## config.mk

```make
export PLATFORM = sky130hd
export DESIGN_NAME = regs_wb_arbiter
export DESIGN_NICKNAME = d
export VERILOG_FILES = /design/src/rtl/regs_wb_arbiter.sv
export SDC_FILE = /design/constraint.sdc
export NUM_CORES = 1
export LEC_CHECK = 0
export ABC_AREA = 1
export CORE_ASPECT_RATIO = 0.6
export CORE_MARGIN = 1.5
export CORE_UTILIZATION = 43
export DETAILED_ROUTE_END_ITERATION = 12
export HOLD_SLACK_MARGIN = 0.12
export PLACE_DENSITY = 0.9
export SLEW_MARGIN = 5
export SYNTH_ARGS = -nofsm -noshare
export SYNTH_HDL_FRONTEND = slang
export SYNTH_SLANG_ARGS = --single-unit
```

## constraint.sdc

```tcl
create_clock -name clk -period 7.4 [get_ports clk]
set_input_delay 1.48 -clock clk [delete_from_list [all_inputs] [get_ports clk]]
set_output_delay 1.48 -clock clk [all_outputs]
set_load 0.03 [all_outputs]
```

## src/rtl/regs_wb_arbiter.sv

```systemverilog
// Write-back arbiter for the single regfile write port.
// Fixed priority with starvation promotion, one registered output stage.
module regs_wb_arbiter #(
    parameter int ADDR_W       = 5,
    parameter int DATA_W       = 32,
    parameter int STARVE_LIMIT = 8
) (
    input  logic                clk,
    input  logic                rst,
    input  logic [3:0]          req_valid_i,
    input  logic [4*ADDR_W-1:0] req_addr_i,
    input  logic [4*DATA_W-1:0] req_data_i,
    output logic [3:0]          req_ready_o,
    output logic                we_o,
    output logic [ADDR_W-1:0]   waddr_o,
    output logic [DATA_W-1:0]   wdata_o,
    output logic [3:0]          urgent_o
);

    localparam int CNT_W = $clog2(STARVE_LIMIT + 1);
    localparam logic [CNT_W-1:0] CNT_MAX = CNT_W'(STARVE_LIMIT);

    logic [CNT_W-1:0]  wait_cnt [4];
    logic [3:0]        urgent_req;
    logic [3:0]        pick;
    logic [3:0]        grant;
    logic [1:0]        sel;
    logic [ADDR_W-1:0] sel_addr;
    logic [DATA_W-1:0] sel_data;
    logic              wr_hit;
    logic              we_q;

    always_comb begin
        urgent_o = '0;
        for (int i = 0; i < 4; i++) begin
            urgent_o[i] = (wait_cnt[i] == CNT_MAX);
        end
    end

    // Urgent requesters pre-empt the fixed order; lowest set bit wins.
    assign urgent_req  = urgent_o & req_valid_i;
    assign pick        = (|urgent_req) ? urgent_req : req_valid_i;
    assign grant       = pick & (~pick + 4'd1);
    assign req_ready_o = grant;

    always_comb begin
        sel = 2'd0;
        unique case (1'b1)
            grant[0]: sel = 2'd0;
            grant[1]: sel = 2'd1;
            grant[2]: sel = 2'd2;
            grant[3]: sel = 2'd3;
            default:  sel = 2'd0;
        endcase
    end

    assign sel_addr = req_addr_i[int'(sel)*ADDR_W +: ADDR_W];
    assign sel_data = req_data_i[int'(sel)*DATA_W +: DATA_W];
    assign wr_hit   = (|grant) && (sel_addr != '0);

    always_ff @(posedge clk) begin
        if (rst) begin
            for (int i = 0; i < 4; i++) begin
                wait_cnt[i] <= '0;
            end
        end else begin
            for (int i = 0; i < 4; i++) begin
                if (!req_valid_i[i] || grant[i]) begin
                    wait_cnt[i] <= '0;
                end else if (wait_cnt[i] != CNT_MAX) begin
                    wait_cnt[i] <= wait_cnt[i] + 1'b1;
                end
            end
        end
    end

    // x0 writes are consumed but never reach the regfile.
    always_ff @(posedge clk) begin
        if (rst) begin
            we_q    <= 1'b0;
            waddr_o <= '0;
            wdata_o <= '0;
        end else begin
            we_q <= wr_hit;
            if (wr_hit) begin
                waddr_o <= sel_addr;
                wdata_o <= sel_data;
            end
        end
    end

    // An in-flight write is dropped if reset lands on its output cycle.
    assign we_o = we_q & ~rst;

endmodule

```

==> results of run 1 <==
-- worst min-delay path: stages (launching register included) --
cell and delay [ns]:
dfxtp_1 0.31, nand2_1 0.06, a21oi_1 0.05
-- how the worst max path moves through the flow --
| stage | to | slack [ns] | cells past startpoint |
|---|---|---|---|
| 5_1_grt | waddr_o[1] | 1.87 | 14 |
| 2_1_floorplan | req_ready_o[1] | 3.25 | 9 |
| 6_report | req_ready_o[3] | 2.14 | 10 |
| 3_3_place_gp | waddr_o[4] | 2.30 | 14 |
| 3_5_place_dp | waddr_o[4] | 2.01 | 14 |
| 4_1_cts | req_ready_o[3] | 2.15 | 10 |
-- per-stage QoR --
stage	hold slack (ns)	std cells	power (µW)
after floorplan	0.582	559	553
after global placement	0.455	832	706
after detailed placement	0.460	832	716
after CTS	0.472	840	951
after global routing	0.509	840	997
final	0.468	840	946
-- registers in the layout, indices dropped and copies added (netlist names) --
signal,count
wdata_o,32
wait_cnt,16
waddr_o,5
we_q,1
-- power by group --
part / internal, µW / switching [µW] / total [µW]
Combinational: 178 / 183 / 362
Clock: 134 / 99.7 / 234
Sequential: 333 / 18.1 / 351
Total: 645 / 301 / 946
-- routing by layer --
metal  routed length (µm)  track usage [%]  vias up
li1                     -                -     2185
met1                 4920             27.9     2072
met2                 6160             48.1      192
met3                 1100             5.61       17
met4                  174             7.02        0
met5                    0                0        -
-- final cells by class --
cell class / instances / area (µm²) / area share, %
Multi-Input combinational cell: 419 / 2100 / 36.1
Timing Repair Buffer: 203 / 2020 / 34.7
Sequential cell: 54 / 1240 / 21.3
Inverter: 44 / 165 / 2.84
Tap cell: 112 / 140 / 2.41
Clock buffer: 6 / 139 / 2.39
Clock inverter: 2 / 12.5 / 0.215
-- kinds of logic (layout without fill, tap and decap cells) --
kind of cell,Yosys count,after routing
buf+inv,86,255
xor+xnor,8,8
other cells,1,4
simple gates,264,264
fa+ha+maj,8,8
compound gates,135,135
flops,54,54
-- layout by cell type (no fill, tap or decap), drive strengths merged, types with 6 or more instances in the layout --
cell type / instances
nand4: 6
dfxtp: 38
o21ai: 64
nand3: 59
a21oi: 37
o22a: 32
edfxtp: 16
ha: 8
nand2: 75
inv: 43
clkdlybuf4s50: 199
nor2: 120
clkbuf: 6
==> flow_metrics.py, run 1 <==
metrics = {
    "run_status": {
        "status": "completed",
    },
    "placement": {
        "portBuffers": 199,
        "dp_hpwl_um": 9020,
        "pre_cts_slack_ns": 2.01,
        "gp_congestion": 0.899,
        "dpl_cell_area_um2": 5670,
    },
    "logic_synthesis": {
        "synth_top_area_share_pct": 20.4,
        "synthAdderAreaFrac_pct": 2.69,
        "synthTopCellsByArea": "dfxtp_1 20%, edfxtp_1 13%, nor2_1 12%, o21ai_0 8.6%, nand3_1 7.8%",
        "synth_compound_area_share_pct": 21.5,
        "synth_area_um2": 3730,
        "synth_common_cells": "118 x nor2_1, 72 x nand2_1, 64 x o21ai_0",
        "synth_top_cell_by_area": "dfxtp_1",
        "synth_top_family_by_area": "simple AND/OR/NAND/NOR gates",
        "synthXorXnorAreaFrac_pct": 1.88,
        "syn_inst": 556,
        "yosys.area_share.simple_pct": 29.9,
        "synth_edf_count": 16,
        "ys_ff_latch": 54,
        "yosysMostFrequentCell": "nor2_1",
        "synth.distinct_cells": 29,
        "muxShareOfSynthArea_pct": 0,
        "ys.flop_type": "dfxtp_1",
        "async_reset_ff_share_pct": 0,
        "ys_seq_area_share_pct": 33.3,
        "syn_area_per_cell_um2": 6.70,
        "ys.warnings.count": 0,
    },
    "route": {
        "wl_per_cell_um": 14.7,
        "wl_um": 12400,
        "route.antenna.remaining_nets": 0,
        "dr_total_vias": 4466,
        "drt_iter0_markers": 276,
        "drt-vias-per-instance": 5.32,
        "dr.pass1.iters": 5,
        "route.detailed.drc": 0,
    },
    "setup_path": {
        "r2r_cells": 15,
        "critPathTopFamily": "buffers and inverters",
        "crit_chain": "clkdlybuf4s50_1, nand4_1, nand2_1, nor2_2, nand2_1, nand2_2, nor2_2, nand2_1, inv_1, clkdlybuf4s50_1",
        "cp_slowest_cell": "clkdlybuf4s50_1",
        "cp_common_cell": "nand2_1",
        "r2r_slack_ns": 3.18,
        "crit_fanout": 11,
        "crit_arrival_ns": 3.78,
        "cp.required_ns": 5.92,
        "crit_type": "input port to primary output",
        "critPathCaptureType": "primary output",
        "cp_slowest_stage_delay_ns": 0.68,
        "timing.critical_path.from": "req_valid_i[2]",
        "worst-path-buf-inv": 3,
        "timing.rr.end": "waddr_o[0]",
        "worstSetupStartpointType": "input port",
        "r2r-start": "wait_cnt[2][0]",
    },
    "grt": {
        "grt_pass1_vias": 4020,
        "grt.total_usage_pct": 24.9,
        "grt_pass1_wl_um": 18200,
        "grt-ovfl-total": 0,
        "grt_max_degree": 71,
        "grt_antenna_before_repair": 0,
    },
    "floorplanning": {
        "die_w_um": 123,
        "initial_core_util_pct": 44.1,
        "ios": 200,
        "die_area_um2": 9250,
        "coreArea_um2": 8460,
        "rows": 26,
        "die_h_um": 75.1,
    },
    "cells_and_area": {
        "drive_gt1_share_pct": 3.43,
        "stdcell_area_um2": 5820,
        "synthToLayoutAreaGrowth_pct": 56.2,
        "n_antenna_cell": 0,
        "fillers": 746,
        "layout.nets": 889,
        "final_core_util_pct": 68.8,
    },
    "sta": {
        "fin_ws_ns": 2.14,
        "grt_setup_unrepaired": "no",
        "slew_violations": 0,
        "fmax_mhz": 190,
        "fin_crit_ns": 5.26,
        "hold_violations": 0,
        "final.setup.tns_ns": 0,
        "worstMarginPinSlew_ns": 1.25,
        "fin_crit_sh_pct": 71.1,
        "setup_violations": 0,
        "relSlewSlack_pct": 16.6,
        "clock_skew_ns": 0.00569,
    },
    "hold_path": {
        "holdPathStages": 2,
        "hold-path-endpoint": "waddr_o[1]",
        "worstHoldStart": "waddr_o[1]",
        "hold_path_class": "flip-flop to flip-flop",
    },
    "clock_tree": {
        "cts_setup_buffers": 0,
        "cts_max_level": 2,
        "cts_buffers": 5,
        "cts_buffer_depth": 2,
        "cts-root-buf": "clkbuf_16",
        "hold_buffers": 0,
        "cts_tree": "done",
        "clkTransAtPathRegs_ns": 0.06,
        "cts_resized": 0,
        "numClockSinks": 54,
        "clock_latency_ns": 0.28,
    },
    "power": {
        "powerDensity_nw_per_um2": 163,
        "leakage_uw": 0.00250,
        "peakVddDrop_uv": 114,
    },
    "job": {
        "drv_cap": 0,
    },
}
No activity file was read; power rests on OpenSTA's default activity.
==> inputs of run 2 (changes only) <==
--- a/config.mk
+++ b/config.mk
@@ -8,10 +8,10 @@
 export ABC_AREA = 1
 export CORE_ASPECT_RATIO = 0.6
 export CORE_MARGIN = 1.5
-export CORE_UTILIZATION = 43
+export CORE_UTILIZATION = 36
 export DETAILED_ROUTE_END_ITERATION = 12
 export HOLD_SLACK_MARGIN = 0.12
-export PLACE_DENSITY = 0.9
+export PLACE_DENSITY = 0.81
 export SLEW_MARGIN = 5
 export SYNTH_ARGS = -nofsm -noshare
 export SYNTH_HDL_FRONTEND = slang
==> constraint.sdc (replaced) <==
create_clock -name clk -period 4.6 [get_ports clk]
set_input_delay 0.92 -clock clk [delete_from_list [all_inputs] [get_ports clk]]
set_output_delay 0.92 -clock clk [all_outputs]
set_load 0.03 [all_outputs]
==> run 2 against run 1 <==
  * Sequential share of layout area fell by 0.33 points
  * Setup slack worse by 1.6 ns
  * Critical path depth is 1 higher
  * Critical endpoint unchanged
  * Largest cell class unchanged
  * Highest routed layer unchanged
==> flow_metrics.py, run 2 (same netlist as run 1, synthesis figures left out) <==
metrics = {
    "sta": {
        "clock_skew_ns": 0.00728,
        "slew_violations": 0,
        "final.setup.tns_ns": 0,
        "worstMarginPinSlew_ns": 0.685,
        "relSlewSlack_pct": 54.1,
        "grt_setup_unrepaired": "no",
        "fin_crit_ns": 4.05,
        "setup_violations": 0,
        "fin_ws_ns": 0.548,
        "fmax_mhz": 247,
        "fin_crit_sh_pct": 88.1,
        "hold_violations": 0,
    },
    "placement": {
        "portBuffers": 199,
        "gp_congestion": 0.870,
        "pre_cts_slack_ns": 0.464,
        "dp_hpwl_um": 9600,
        "dp_cells": 861,
        "dpl_cell_area_um2": 5770,
    },
    "cells_and_area": {
        "largest_register_ffs": 32,
        "n_antenna_cell": 0,
        "layout.nets": 895,
        "fillers": 894,
        "synthToLayoutAreaGrowth_pct": 58.7,
        "multi_input_area_um2": 2100,
        "final-seq-area_um2": 1240,
        "final_cell_mix": "198 x clkdlybuf4s50_1, 118 x nor2_1, 71 x nand2_1",
        "final_common_cell": "clkdlybuf4s50_1",
        "reg.largest.list": "wdata_o: 32 flops, wait_cnt: 16 flops, waddr_o: 5 flops",
        "stdcell_area_um2": 5910,
        "drive_gt1_share_pct": 4.22,
        "top_register": "wdata_o",
        "final_cell_count_no_fill": 869,
    },
    "clock_tree": {
        "cts_buffer_depth": 2,
        "cts_resized": 0,
        "cts_setup_buffers": 0,
        "cts_buffers": 5,
        "cts_max_level": 2,
        "numClockSinks": 54,
        "hold_buffers": 0,
        "cts_tree": "done",
        "clock_latency_ns": 0.29,
        "cts-root-buf": "clkbuf_16",
        "clkTransAtPathRegs_ns": 0.07,
    },
    "power": {
        "clkPwrFrac_pct": 24.7,
        "p_sw_share_pct": 32.1,
        "peakVddDrop_uv": 135,
        "power.internal_uw": 1040,
        "combPwrFrac_pct": 38.6,
        "power_uw": 1530,
        "leakage_uw": 0.00254,
        "power_switching_uw": 491,
        "seqPwrFrac_pct": 36.8,
        "powerDensity_nw_per_um2": 259,
    },
    "grt": {
        "grt-ovfl-total": 0,
        "grt_max_degree": 65,
        "grt_antenna_before_repair": 0,
        "grt.total_usage_pct": 22.8,
        "grt_pass1_vias": 4182,
        "grt_pass1_wl_um": 19900,
    },
    "route": {
        "route.detailed.drc": 0,
        "wl_per_cell_um": 14.8,
        "dr_total_vias": 4405,
        "drt-vias-per-instance": 5.07,
        "route.antenna.remaining_nets": 0,
        "dr.pass1.iters": 4,
        "wl_um": 12900,
        "drt_iter0_markers": 238,
    },
    "floorplanning": {
        "die_area_um2": 11000,
        "die_w_um": 134,
        "ios": 200,
        "rows": 28,
        "coreArea_um2": 9950,
        "die_h_um": 81.8,
        "initial_core_util_pct": 37.5,
    },
    "run_status": {
        "status": "completed",
    },
    "setup_path": {
        "crit_fanout": 10,
        "cp_common_cell": "nand2_1",
        "cp.required_ns": 3.68,
        "crit_arrival_ns": 3.13,
        "worstSetupStartpointType": "input port",
        "cp_slowest_cell": "clkdlybuf4s50_1",
        "cp_slowest_stage_delay_ns": 0.68,
        "critPathCaptureType": "primary output",
        "crit_chain": "clkdlybuf4s50_1, nand4_1, nand2_1, nor2_2, nand2_1, nand2_2, nor2_2, nand2_1, buf_4, inv_1, clkdlybuf4s50_1",
        "r2r_slack_ns": 1.20,
        "crit_type": "input port to primary output",
    },
    "job": {
        "drv_cap": 0,
    },
    "hold_path": {
        "hold_path_class": "flip-flop to flip-flop",
    },
}
run 2: path summary, 6_finish.rpt:
| check | from | endpoint | cells after the start |
|---|---|---|---|
| worst max register to register | wait_cnt[0][0] | waddr_o[4] | 19 |
| worst max-delay path | req_valid_i[1] | req_ready_o[3] | 11 |
| worst min register to register | waddr_o[2] | waddr_o[2] | 2 |
| worst min-delay path | waddr_o[2] | waddr_o[2] | 2 |
run 2: metrics by stage:
step | hold slack [ns] | util, %
after floorplan | 0.582 | -
after global placement | 0.462 | 58.0
after detailed placement | 0.466 | 58.0
after CTS | 0.477 | 59.4
after global routing | 0.501 | 59.4
final | 0.485 | 59.4
run 2: final cells by class:
cell class	count	share of cell area, %
Sequential cell	54	21.0
Multi-Input combinational cell	419	35.5
Tap cell	135	2.86
Clock inverter	2	0.148
Timing Repair Buffer	209	35.3
Clock buffer	6	2.35
Inverter	44	2.79
run 2: power by group through the flow:
stage | clock network (µW) | logic (µW) | registers, µW
CTS | 392 | 592 | 564
global placement | 0 | 581 | 572
global route | 412 | 642 | 569
detailed placement | 0 | 589 | 574
finish | 378 | 591 | 564
floorplan | 0 | 240 | 649
run 2: layer usage:
metal  global-route usage (%)  wire, µm  vias to the layer above
met5                        0         0                        -
met4                     5.27       144                        0
met3                     5.37       973                       11
li1                         -         -                     2201
met2                     41.8      6170                      163
met1                     27.5      5570                     2030
run 2: critical path: cells and delay by family:
| family | cells | cell delay, ns |
|---|---|---|
| buf+inv | 4 | 1.48 |
| simple gates | 7 | 0.72 |
==> inputs of run 3 (changes only) <==
--- a/config.mk
+++ b/config.mk
@@ -5,12 +5,10 @@
 export SDC_FILE = /design/constraint.sdc
 export NUM_CORES = 1
 export LEC_CHECK = 0
-export ABC_AREA = 1
 export CORE_ASPECT_RATIO = 0.6
-export CORE_MARGIN = 1.5
+export CORE_MARGIN = 10
 export CORE_UTILIZATION = 36
 export DETAILED_ROUTE_END_ITERATION = 12
-export HOLD_SLACK_MARGIN = 0.12
 export PLACE_DENSITY = 0.81
 export SLEW_MARGIN = 5
 export SYNTH_ARGS = -nofsm -noshare
==> run 3 against run 2 <==
  * Die area is 36% higher
  * Synthesized area is 0.23% higher
  * Count of clock-buffer cells in the layout stayed put
  * Sequential share of layout area is 0.26 points lower
  * Combinational power is 14% lower
  * Sequential power is 2% lower
  * Non-clock buffer count stayed put
  * Fmax is 2.1% lower
  * Largest power group is now registers
  * Synthesized cell count is 27% lower
  * Clock power hardly changed
==> flow_metrics.py, run 3 <==
metrics = {
    "power": {
        "leakage_uw": 0.00227,
        "power_uw": 1440,
        "peakVddDrop_uv": 140,
        "powerDensity_nw_per_um2": 241,
    },
    "grt": {
        "grt_max_degree": 42,
        "grt.total_usage_pct": 18.6,
        "grt_antenna_before_repair": 0,
        "grt-ovfl-total": 0,
        "grt_pass1_wl_um": 22500,
        "grt_pass1_vias": 4230,
    },
    "cells_and_area": {
        "largest_register_ffs": 32,
        "reg.largest.list": "wdata_o: 32 flops, wait_cnt: 16 flops, waddr_o: 5 flops",
        "stdcell_area_um2": 5990,
        "top_register": "wdata_o",
        "final_core_util_pct": 60.0,
        "final_cell_mix": "198 x clkdlybuf4s50_1, 66 x mux2i_1, 47 x nand2_1",
        "synthToLayoutAreaGrowth_pct": 60.3,
        "multi_input_area_um2": 2280,
        "drive_gt1_share_pct": 6.68,
        "layout.nets": 760,
        "final-seq-area_um2": 1240,
        "n_antenna_cell": 0,
        "fillers": 860,
        "final_common_cell": "clkdlybuf4s50_1",
    },
    "setup_path": {
        "crit_fanout": 4,
        "critPathCaptureType": "primary output",
        "timing.critical_path.from": "req_valid_i[3]",
        "r2r_cells": 10,
        "crit_chain": "clkdlybuf4s50_1, and4b_1, o21ai_1, a22oi_1, nand2_1, inv_1, clkdlybuf4s50_1",
        "cp_common_cell": "clkdlybuf4s50_1",
        "r2r_slack_ns": 1.34,
        "cp_slowest_cell": "clkdlybuf4s50_1",
        "critPathTopFamily": "buffers and inverters",
        "cp_slowest_stage_delay_ns": 0.68,
        "crit_arrival_ns": 3.22,
        "r2r-start": "wait_cnt[3][0]",
        "crit_type": "input port to primary output",
        "cp.required_ns": 3.68,
        "worst-path-buf-inv": 3,
        "timing.rr.end": "wdata_o[6]",
        "worstSetupStartpointType": "input port",
    },
    "floorplanning": {
        "initial_core_util_pct": 37.4,
        "die_area_um2": 15000,
        "die_h_um": 98.9,
        "rows": 28,
        "die_w_um": 152,
        "coreArea_um2": 9980,
        "ios": 200,
    },
    "sta": {
        "fmax_mhz": 242,
        "fin_crit_ns": 4.14,
        "grt_setup_unrepaired": "no",
        "worstMarginPinSlew_ns": 0.675,
        "fin_crit_sh_pct": 90.0,
        "relSlewSlack_pct": 55.0,
        "fin_ws_ns": 0.461,
        "final.setup.tns_ns": 0,
        "setup_violations": 0,
        "clock_skew_ns": 0.0130,
        "hold_violations": 0,
        "slew_violations": 0,
    },
    "clock_tree": {
        "cts_setup_buffers": 0,
        "cts_resized": 0,
        "numClockSinks": 54,
        "cts_max_level": 2,
        "clock_latency_ns": 0.30,
        "clkTransAtPathRegs_ns": 0.07,
        "cts_buffers": 5,
        "cts_buffer_depth": 2,
        "hold_buffers": 0,
        "cts_tree": "done",
        "cts-root-buf": "clkbuf_16",
    },
    "logic_synthesis": {
        "ys_seq_area_share_pct": 33.2,
        "async_reset_ff_share_pct": 0,
        "syn_inst": 406,
        "synth_common_cells": "66 x mux2i_1, 47 x nand2_1, 38 x dfxtp_1",
        "ys.warnings.count": 0,
        "synth_edf_count": 16,
        "synthTopCellsByArea": "dfxtp_1 20%, mux2i_1 18%, edfxtp_1 13%, a211o_1 7.5%, o22ai_1 5.7%",
        "ys.flop_type": "dfxtp_1",
        "synth_area_um2": 3740,
        "synth.distinct_cells": 57,
        "synth_top_cell_by_area": "dfxtp_1",
        "syn_area_per_cell_um2": 9.20,
        "synth_top_area_share_pct": 20.4,
        "yosysMostFrequentCell": "mux2i_1",
        "ys_ff_latch": 54,
    },
    "hold_path": {
        "hold-path-endpoint": "wdata_o[31]",
        "hold_path_class": "flip-flop to flip-flop",
        "holdPathStages": 2,
        "worstHoldStart": "wdata_o[31]",
    },
    "placement": {
        "dp_hpwl_um": 11800,
        "pre_cts_slack_ns": 0.481,
        "dpl_cell_area_um2": 5850,
        "gp_congestion": 0.944,
        "portBuffers": 199,
    },
    "route": {
        "drt-vias-per-instance": 5.42,
        "dr.pass1.iters": 4,
        "route.antenna.remaining_nets": 0,
        "wl_um": 14700,
        "wl_per_cell_um": 20.1,
        "route.detailed.drc": 0,
        "dr_total_vias": 3975,
        "drt_iter0_markers": 139,
    },
    "run_status": {
        "status": "completed",
    },
    "job": {
        "drv_cap": 0,
    },
}
==> run 3: stage by stage <==
step           instances  hold slack [ns]
3_5_place_dp         726            0.451
3_3_place_gp         726            0.443
2_1_floorplan        409            0.581
6_report             734            0.460
5_1_grt              734            0.485
4_1_cts              734            0.463
==> run 3: cells by family after synthesis <==
logic type | Yosys count | share of synthesized area [%]
AO/OA/AOI/OAI | 108 | 23.2
XOR/XNOR | 8 | 1.88
adder cells (fa/ha/maj) | 8 | 2.68
buffers and inverters | 52 | 6.16
flip-flops | 54 | 33.2
multiplexers | 66 | 17.7
other | 1 | 0.100
AND/OR/NAND/NOR | 109 | 15.0
==> run 3: metal layers <==
metal,vias up,part of all wire (%),global-route usage (%)
met5,-,0,0
met2,186,47,30.9
li1,1913,-,-
met4,0,0.77,2.55
met3,13,12,9.59
met1,1863,40,21.4
==> run 3: worst min-delay path, delay by kind of cell (launching register included) <==
family	cells	cell delay (ns)
flip-flops	1	0.31
multiplexers	1	0.05
AND/OR/NAND/NOR	1	0.05
==> run 3: how the worst max path moves through the flow <==
stage                                end  slack, ns  depth (start not counted)
after floorplan           req_ready_o[2]       1.21                          7
after detailed placement  req_ready_o[3]       0.48                          7
after CTS                 req_ready_o[3]       0.48                          7
after global placement    req_ready_o[2]       0.53                          7
final                     req_ready_o[3]       0.46                          7
after global routing      req_ready_o[2]       0.35                          7
==> run 3: layout make-up <==
| class | instances | area share (%) |
|---|---|---|
| Inverter | 25 | 1.57 |
| Multi-Input combinational cell | 303 | 38.1 |
| Tap cell | 135 | 2.82 |
| Clock inverter | 2 | 0.230 |
| Timing Repair Buffer | 209 | 34.4 |
| Clock buffer | 6 | 2.15 |
| Sequential cell | 54 | 20.7 |
==> run 3: where the power goes <==
group          switching [µW]  leakage, µW  internal (µW)
logic                     246      0.00170            265
registers                23.8     0.000504            528
clock network             177    0.0000712            204
